--- src/rtl/combo_pkg.sv ---
// -----------------------------------------------------------------------------
// combo_pkg
// Shared definitions for the pattern-mode controller: the controller state
// encoding, the number of pattern-select lines and the default debounce length.
// -----------------------------------------------------------------------------
package combo_pkg;

   // Number of one-hot pattern-select lines (slide switches / sw_1..sw_4).
   localparam int MODE_W = 4;

   // Default debounce length in clock cycles. Kept short so simulation stays
   // quick; builds for hardware override it (around 1_000_000 at 50 MHz).
   localparam int DEB_CYCLES_DEF = 16;

   typedef enum logic [1:0] {
      ST_IDLE    = 2'd0,
      ST_PAUSE   = 2'd1,
      ST_RUN     = 2'd2,
      ST_RESTART = 2'd3
   } state_t;

endpackage

--- src/rtl/debounce.sv ---
// -----------------------------------------------------------------------------
// debounce
// Two-flop synchronizer followed by a consecutive-mismatch counter.
// The output follows the synchronized input only after the synchronized value
// has disagreed with the output on every cycle of a full debounce window; any
// agreeing cycle restarts the count. Latency from the edge that first samples a
// change to the output changing is 2 + DEB_CYCLES cycles.
//
// Ports
//   clk   in  1  clock (rising edge)
//   srst  in  1  synchronous active-high reset, clears every flop
//   din   in  1  raw asynchronous input
//   dout  out 1  debounced level (registered)
// -----------------------------------------------------------------------------
module debounce
   import combo_pkg::*;
#(
   parameter int DEB_CYCLES = DEB_CYCLES_DEF,
   parameter int DEB_W      = 20
) (
   input  logic clk,
   input  logic srst,
   input  logic din,
   output logic dout
);

   logic             sync1_reg;
   logic             sync2_reg;
   logic             deb_reg;
   logic [DEB_W-1:0] cnt_reg;

   always_ff @(posedge clk) begin
      if (srst) begin
         sync1_reg <= 1'b0;
         sync2_reg <= 1'b0;
         deb_reg   <= 1'b0;
         cnt_reg   <= '0;
      end else begin
         sync1_reg <= din;
         sync2_reg <= sync1_reg;
         if (sync2_reg != deb_reg) begin
            // The counter has already recorded DEB_CYCLES mismatching cycles;
            // this further mismatch commits the new level.
            if (cnt_reg == DEB_W'(DEB_CYCLES)) begin
               deb_reg <= sync2_reg;
               cnt_reg <= '0;
            end else begin
               cnt_reg <= cnt_reg + 1'b1;
            end
         end else begin
            cnt_reg <= '0;
         end
      end
   end

   assign dout = deb_reg;

endmodule

--- src/rtl/mode_ctrl.sv ---
// -----------------------------------------------------------------------------
// mode_ctrl
// Front-end controller for the Combo_str pattern stage. Debounces four slide
// switches (one-hot pattern select) and a run/pause pushbutton, keeps the
// selected mode, and sequences IDLE / PAUSE / RUN / RESTART. Every mode change
// produces a one-cycle rst_pat pulse together with the new select lines.
//
// Ports
//   clk_50   in  1  50 MHz system clock (rising edge)
//   rst      in  1  synchronous active-high reset
//   sw_raw   in  4  raw slide switches, bit0 = pattern 1 .. bit3 = pattern 4
//   btn_raw  in  1  raw run/pause pushbutton, active-high
//   sw_1..4  out 1  registered one-hot pattern select
//   en       out 1  registered pattern-run enable
//   rst_pat  out 1  registered one-cycle pattern restart pulse
// -----------------------------------------------------------------------------
module mode_ctrl
   import combo_pkg::*;
#(
   parameter int DEB_CYCLES = DEB_CYCLES_DEF,
   parameter int DEB_W      = 20
) (
   input  logic              clk_50,
   input  logic              rst,
   input  logic [MODE_W-1:0] sw_raw,
   input  logic              btn_raw,
   output logic              sw_1,
   output logic              sw_2,
   output logic              sw_3,
   output logic              sw_4,
   output logic              en,
   output logic              rst_pat
);

   logic [MODE_W-1:0] sw_deb;
   logic              btn_deb;

   generate
      for (genvar gi = 0; gi < MODE_W; gi++) begin : g_sw_deb
         debounce #(
            .DEB_CYCLES (DEB_CYCLES),
            .DEB_W      (DEB_W)
         ) u_sw_deb (
            .clk  (clk_50),
            .srst (rst),
            .din  (sw_raw[gi]),
            .dout (sw_deb[gi])
         );
      end
   endgenerate

   debounce #(
      .DEB_CYCLES (DEB_CYCLES),
      .DEB_W      (DEB_W)
   ) u_btn_deb (
      .clk  (clk_50),
      .srst (rst),
      .din  (btn_raw),
      .dout (btn_deb)
   );

   state_t            state_reg;
   logic [MODE_W-1:0] mode_reg;
   logic [MODE_W-1:0] sw_out_reg;
   logic              resume_run_reg;
   logic              btn_prev_reg;
   logic              en_reg;
   logic              rst_pat_reg;

   logic cand_valid;
   logic mode_change;
   logic btn_event;

   // Zero or several switches up means "no selection": the current mode holds.
   assign cand_valid  = $onehot(sw_deb);
   assign mode_change = cand_valid && (sw_deb != mode_reg);
   // Only the press edge of the debounced button is an event.
   assign btn_event   = btn_deb && !btn_prev_reg;

   always_ff @(posedge clk_50) begin
      if (rst) begin
         state_reg      <= ST_IDLE;
         mode_reg       <= '0;
         sw_out_reg     <= '0;
         resume_run_reg <= 1'b0;
         btn_prev_reg   <= 1'b0;
         en_reg         <= 1'b0;
         rst_pat_reg    <= 1'b0;
      end else begin
         btn_prev_reg <= btn_deb;
         rst_pat_reg  <= 1'b0;
         if (mode_change) begin
            // A mode change outranks a coincident button event, which is
            // simply dropped. A further change while already restarting
            // issues another pulse but keeps the original resume target.
            mode_reg       <= sw_deb;
            sw_out_reg     <= sw_deb;
            rst_pat_reg    <= 1'b1;
            en_reg         <= 1'b0;
            state_reg      <= ST_RESTART;
            resume_run_reg <= (state_reg == ST_RUN) ||
                              ((state_reg == ST_RESTART) && resume_run_reg);
         end else begin
            case (state_reg)
               ST_IDLE: begin
                  en_reg     <= 1'b0;
                  sw_out_reg <= '0;
               end
               ST_RESTART: begin
                  // Button events seen here are discarded.
                  state_reg <= resume_run_reg ? ST_RUN : ST_PAUSE;
                  en_reg    <= resume_run_reg;
               end
               ST_PAUSE: begin
                  if (btn_event) begin
                     state_reg <= ST_RUN;
                     en_reg    <= 1'b1;
                  end
               end
               ST_RUN: begin
                  if (btn_event) begin
                     state_reg <= ST_PAUSE;
                     en_reg    <= 1'b0;
                  end
               end
               default: begin
                  state_reg <= ST_IDLE;
                  en_reg    <= 1'b0;
               end
            endcase
         end
      end
   end

   assign sw_1    = sw_out_reg[0];
   assign sw_2    = sw_out_reg[1];
   assign sw_3    = sw_out_reg[2];
   assign sw_4    = sw_out_reg[3];
   assign en      = en_reg;
   assign rst_pat = rst_pat_reg;

endmodule

--- config.mk ---
export PLATFORM = sky130hd
export DESIGN_NAME = mode_ctrl
export DESIGN_NICKNAME = d
export VERILOG_FILES = /design/src/rtl/combo_pkg.sv /design/src/rtl/debounce.sv /design/src/rtl/mode_ctrl.sv
export SDC_FILE = /design/constraint.sdc
export NUM_CORES = 1
export LEC_CHECK = 0
export CAP_MARGIN = 30
export CORE_MARGIN = 2
export CORE_UTILIZATION = 35
export DETAILED_ROUTE_END_ITERATION = 12
export PLACE_DENSITY_LB_ADDON = 0.1
export SYNTH_ARGS = -nofsm -noshare
export SYNTH_HDL_FRONTEND = slang
export SYNTH_SLANG_ARGS = --single-unit
export TNS_END_PERCENT = 1
--- constraint.sdc ---
create_clock -name clk_50 -period 3.4 [get_ports clk_50]
set_input_delay 0.68 -clock clk_50 [delete_from_list [all_inputs] [get_ports clk_50]]
set_output_delay 0.68 -clock clk_50 [all_outputs]
set_load 0.1 [all_outputs]
Word-level counts from Yosys, hierarchy flattened:

Cells that the tools add are included.

* register bits after elaboration: 129
* input bits: 7
* output and inout bits: 6
* word-level logic and storage cells: 91

* reductions and logical operators: 21
* add/sub/neg operators: 8
* muxes and demuxes: 11
* bitwise operators: 5
* equal/unequal tests: 19

Operators with widths (count)
* $add 20x1->20 const B: 5
* $eq 20x5->1 const B: 5
* $reduce_or 3->1: 5
* $reduce_and 2->1: 6
* $mux 2: 4
* $mux 4: 2
* $ne 3x3->1 const B: 2
* $pmux 2 s3: 1
* $ne 1x1->1: 5
* $not 1->1: 5
* $add 1x1->2: 2
* $eq 2x2->1 const B: 2
* $ne 2x2->1 const B: 2
* $ne 4x4->1: 1
* $pmux 1 s4: 1
* $reduce_bool 4->1: 1
* $add 2x2->3: 1
* $eq 3x1->1 const B: 1
* $logic_and 1x1->1: 3
* $mux 1: 3
* $reduce_and 3->1: 1
* $eq 2x1->1 const B: 1
* $logic_not 2->1: 1
* $reduce_bool 2->1: 1
* other kinds (3): 3

Depth between registers and ports, before layout:

* depth after elaboration: 6
* depth in mapped cells: 10
* mapped depth without buffers: 9

Hierarchy:

From an unflattened synthesis, not the netlist that was laid out.

* cell total of the unflattened synthesis: 673
* area total of the unflattened synthesis: 5944.5 um^2

Modules (own cells, without submodules)
* debounce: area an instance 1038.5 um^2, cells each 119, instances 5, seq. area each 460.4 um^2
* mode_ctrl: area an instance 752.0 um^2, cells each 78, instances 1, seq. area each 280.3 um^2

Least setup slack after synthesis:

No wires, ideal clock.

* path kind: reg-to-reg
* start: reg g_sw_deb[0].u_sw_deb.deb_reg
* end: reg sw_out_reg[2]
* cell stages (with the launch flop): 10
* arrival time: 2.561 ns
* buffers on the path: 1
* path slack: 0.715 ns
* period minus slack after synthesis: 2.685 ns
* library setup time: 0.123 ns
* data required time: 3.277 ns
* cells stage by stage: dfxtp_1 inv_1 fa_1 inv_1 ha_1 ha_1 nor3b_2 o41ai_1 clkbuf_1 mux2_1

* word-level cells in the longest chain between the ends: 5
* elaborated cells between the ends (all ways): 7
* classes of those cells: add/sub: 2; eq/ne: 2; mux: 1; reduce/logical: 2

RTL lines
* start, declared: line debounce.sv:29 `logic deb_reg;`
* start signal, assigned: line debounce.sv:45 `deb_reg <= sync2_reg;`
* $add 1x1->2 (not written as such): line mode_ctrl.sv:75 `assign cand_valid = $onehot(sw_deb);`
* $add 2x2->3 (not written as such): line mode_ctrl.sv:75
* $eq 3x1->1: line mode_ctrl.sv:75
* $logic_and 1x1->1 (*): line mode_ctrl.sv:76 `assign mode_change = cand_valid && (sw_deb != mode_reg);`
* $mux 4 / $reduce_bool 2->1 (equally long branches)
* end signal, assigned: line mode_ctrl.sv:97 `sw_out_reg <= sw_deb;`
* end, declared: line mode_ctrl.sv:64 `logic [MODE_W-1:0] sw_out_reg;`

Mark *: on every way between the ends. The rest lies on a longest branch, timed or not.
A chain may end at the register's enable or synchronous reset.

Worst setup path after layout:

* start: reg g_sw_deb[0].u_sw_deb.deb_reg
* end: reg resume_run_reg

* word-level cells in the longest chain between the ends: 4
* elaborated cells between the ends (all ways): 5
* classes of those cells: add/sub: 2; eq/ne: 2; reduce/logical: 1

RTL lines
* $add 1x1->2 (not written as such): line mode_ctrl.sv:75
* $add 2x2->3 (not written as such): line mode_ctrl.sv:75
* $eq 3x1->1: line mode_ctrl.sv:75
* $logic_and 1x1->1 (*): line mode_ctrl.sv:76
* end signal, assigned: line mode_ctrl.sv:101 `resume_run_reg <= (state_reg == ST_RUN) ||`
* end, declared: line mode_ctrl.sv:65 `logic resume_run_reg;`

Marks and branches as above.

==> impl_results.rst <==
.. list-table::
   :header-rows: 1

   * - Metric
     - Value
   * - Port bufs
     - 12
   * - Largest stage delay on the critical path
     - 0.54 ns
   * - Wirelength per Cell
     - 12.4 um
   * - Average cell area after synthesis
     - 8.70 um2
   * - Transition at the pin with the smallest max-transition slack
     - 1.02 ns
   * - Number of hold buffers added after cts
     - 0
   * - Remaining DRCs
     - 0
   * - Crit path capture type
     - flop
   * - Number of search-and-repair iterations in the first detailed-routing pass
     - 4
   * - Number of cells on the critical path
     - 9
   * - Number of nets in the layout
     - 718
   * - Sequential group share of total power
     - 45.1%
   * - Layout cells sized above 1
     - 8.06%
   * - M1 GR Usage
     - 18.3%
   * - Worst path buffer plus inverter count
     - 2
   * - Via count
     - 4471
   * - Final setup violation count
     - 0
   * - Main synth FF type
     - sky130_fd_sc_hd__dfxtp_1
   * - Class of the most critical hold timing path
     - reg -> reg
   * - Post-synth ARST share
     - 0%
   * - RePlAce Congestion
     - 0.769
   * - Power per unit of standard cell area
     - 495 nW/um2
   * - CTS clock-pin slew for the worst setup and hold paths
     - 0.06 ns
   * - Top Ports
     - 13
   * - Number of cells upsized or downsized after cts
     - 0
   * - Multi-input combinational cell area
     - 3080 um2
   * - Critical Path AT
     - 2.93 ns
   * - Area of the die
     - 17800 um2
   * - Number of max-slew violations in the final report
     - 0
   * - Number of global-route vias before repair
     - 4268
   * - Diodes inserted
     - 0
   * - Final hold slack
     - 0.437 ns
   * - Dpl cell area
     - 6240 um2
   * - Clock tree from TritonCTS
     - done
   * - Die height
     - 133 um
   * - EDFF count, synth
     - 0
   * - Worst Path Max Fanout
     - 12
   * - Slew headroom
     - 31.2%
   * - Setup Crit Path Kind
     - reg -> reg
   * - Die width
     - 133 um
   * - Ordered cell list for the critical path
     - inv_1, fa_1, inv_1, ha_1, ha_1, nor3b_2, o41ai_2, or2_2, a21oi_1
   * - Standard cell core area
     - 16500 um2
   * - GR met3 Demand/Resource
     - 4.53%
   * - Area Growth Syn to Fin
     - 16.4%
   * - Number of distinct library cells after synthesis
     - 47
   * - Global-route usage over all layers
     - 14.0%
   * - Grt met2 use
     - 21.7%
   * - Wirelength, routed
     - 11500 um
   * - Latest clock arrival within the worst-skew pair
     - 0.42 ns
   * - Clock period minus worst slack
     - 2.58 ns
   * - Period utilization
     - 75.9%
   * - Number of flip-flops under the largest register name
     - 80
   * - Buffer depth of the longest clock path
     - 2
   * - FF-to-FF path depth
     - 9
   * - Busiest layer in global routing
     - met2
   * - Switching part of the total power
     - 21.4%
   * - Share of the yosys chip area belonging to registers
     - 44.0%
   * - Warnings from Yosys
     - 0
   * - Share of power burned in the clock network
     - 53.7%
   * - Number of antenna violations at the first check in global routing
     - 0
   * - Sequential cell area
     - 2580 um2
   * - Initial core utilization
     - 35.6%
   * - Critical Path Source Type
     - flop
   * - Cell depth of the worst hold path
     - 1
   * - Standard-cell row count
     - 47
   * - Max Clock Skew
     - 0.00767 ns
   * - Per-cell via count in the routed design
     - 4.82
   * - Net switching power
     - 0.724 mW
   * - Number of clock sinks
     - 129
   * - Total of flip-flops plus latches after synthesis
     - 129
   * - CTS HTree Levels
     - 4
   * - Leakage power of the design
     - 2.19 nW
   * - Max-cap violation count
     - 0
   * - Fmax
     - 388 MHz
   * - Worst ir drop on vdd
     - 355 uV
   * - DR iter-0 viols
     - 139
   * - Number of filler cells placed in the layout
     - 1630
   * - Sum of negative setup slack
     - 0 ns
   * - Maximum number of pins on one net before global-route repair
     - 40
   * - Utilization of the core after routing
     - 41.5%
   * - Crit path max-delay family
     - adder cells
   * - Mapped cell area
     - 5870 um2
   * - Detail Placement HPWL
     - 7740 um
   * - Root buffer cell
     - sky130_fd_sc_hd__clkbuf_16
   * - Cell count after synthesis
     - 674
   * - First-pass GRT wire length
     - 20300 um
   * - Worst EP required
     - 3.75 ns
   * - Post-route ant nets
     - 0
   * - Overflow after GRT
     - 0
   * - Combinational share of power
     - 1.2%
   * - Final design instance area without fill
     - 6830 um2
   * - Total clock buffers created by CTS
     - 17
   * - Syn nets
     - 698
   * - Post-CTS Repair Setup Buffers
     - 0
   * - Result of the run
     - completed
   * - Hold violation total from the final report
     - 0
   * - Internal power component
     - 2.66 mW
   * - Library cell contributing the largest single delay on the critical path
     - sky130_fd_sc_hd__fa_1
   * - Unrepaired setup endpoints after global routing
     - no
-- Yosys cell counts, types with 3 or more instances --
cell type	number	area share [%]
sky130_fd_sc_hd__nor4b_1	8	1.2
sky130_fd_sc_hd__nand4_1	21	2.2
sky130_fd_sc_hd__mux2i_1	9	1.5
sky130_fd_sc_hd__o41ai_1	3	0.45
sky130_fd_sc_hd__o21ai_1	3	0.26
sky130_fd_sc_hd__xnor2_1	58	8.7
sky130_fd_sc_hd__o31ai_1	4	0.51
sky130_fd_sc_hd__nor3_1	25	2.1
sky130_fd_sc_hd__and4_1	5	0.75
sky130_fd_sc_hd__nand3_1	37	3.2
sky130_fd_sc_hd__dfxtp_1	129	44
sky130_fd_sc_hd__or4_1	6	0.77
sky130_fd_sc_hd__a21oi_1	20	1.7
sky130_fd_sc_hd__nand2b_1	3	0.32
sky130_fd_sc_hd__inv_1	39	2.5
sky130_fd_sc_hd__nor2b_1	13	1.4
sky130_fd_sc_hd__nor4_1	31	3.3
sky130_fd_sc_hd__xor2_1	22	3.3
sky130_fd_sc_hd__and3_1	5	0.53
sky130_fd_sc_hd__ha_1	16	3.4
sky130_fd_sc_hd__clkbuf_1	15	0.96
sky130_fd_sc_hd__nor2_1	109	7.0
sky130_fd_sc_hd__nand2_1	32	2.0
sky130_fd_sc_hd__o21ai_0	20	1.7
sky130_fd_sc_hd__or3_1	10	1.1
sky130_fd_sc_hd__nor3b_1	4	0.51
-- power by group through the flow --
stage	Combinational [mW]	Sequential, mW	Clock, mW
3_5_place_dp	0.0416	1.56	0
2_1_floorplan	0.0247	1.56	0
3_3_place_gp	0.0411	1.56	0
5_1_grt	0.0459	1.52	1.94
6_report	0.0402	1.52	1.82
4_1_cts	0.0417	1.52	1.87
-- stage by stage --
stage	total power, mW	instances	setup WS [ns]
2_1_floorplan	1.58	674	0.715
3_3_place_gp	1.60	895	0.906
3_5_place_dp	1.60	895	0.811
4_1_cts	3.44	927	0.803
5_1_grt	3.51	927	0.657
6_report	3.38	927	0.820
-- worst paths after layout --
kind                                  start                  end  slack (ns)
hold reg to reg         u_btn_deb.sync1_reg  u_btn_deb.sync2_reg        0.44
setup reg to reg  g_sw_deb[0].u_sw_deb.dout       resume_run_reg        0.82
hold / removal          u_btn_deb.sync1_reg  u_btn_deb.sync2_reg        0.44
setup / recovery  g_sw_deb[0].u_sw_deb.dout       resume_run_reg        0.82
-- placed cells by master (no fill, tap or decap), drive strengths merged, types with 10 or more instances in the layout --
master	count
o21ai	23
xnor2	58
a21oi	20
nand4	24
xor2	22
nor4	32
nand3	37
nand2	32
buf	12
nor2b	13
or3	10
nor2	109
nor3	25
ha	16
dfxtp	129
clkbuf	20
inv	41
-- per-layer routing --
layer	vias to the layer above	share of wire, %
li1	2381	-
met1	2022	51
met2	51	44
met3	17	3.4
met4	0	1.4
met5	-	0
-- logic make-up (layout without fill, tap and decap cells) --
| group | count (synthesis) | in the layout | synth area share (%) |
|---|---|---|---|
| buffers and inverters | 57 | 90 | 3.69 |
| muxes | 12 | 12 | 2.11 |
| and+or+nand+nor | 323 | 323 | 28.9 |
| DFF | 129 | 129 | 44.0 |
| xor gates and xnor gates | 80 | 80 | 11.9 |
| adders and majority gates | 17 | 17 | 3.75 |
| AOI/OAI and AO/OA | 56 | 56 | 5.55 |
-- cell type report --
class                           count  area share [%]
Tap cell                          220            4.03
Inverter                           39            2.14
Sequential cell                   129            37.8
Clock inverter                     12            1.94
Clock buffer                       20            6.69
Timing Repair Buffer               19            2.35
Multi-Input combinational cell    488            45.0
(Power assumes the default switching activity.)
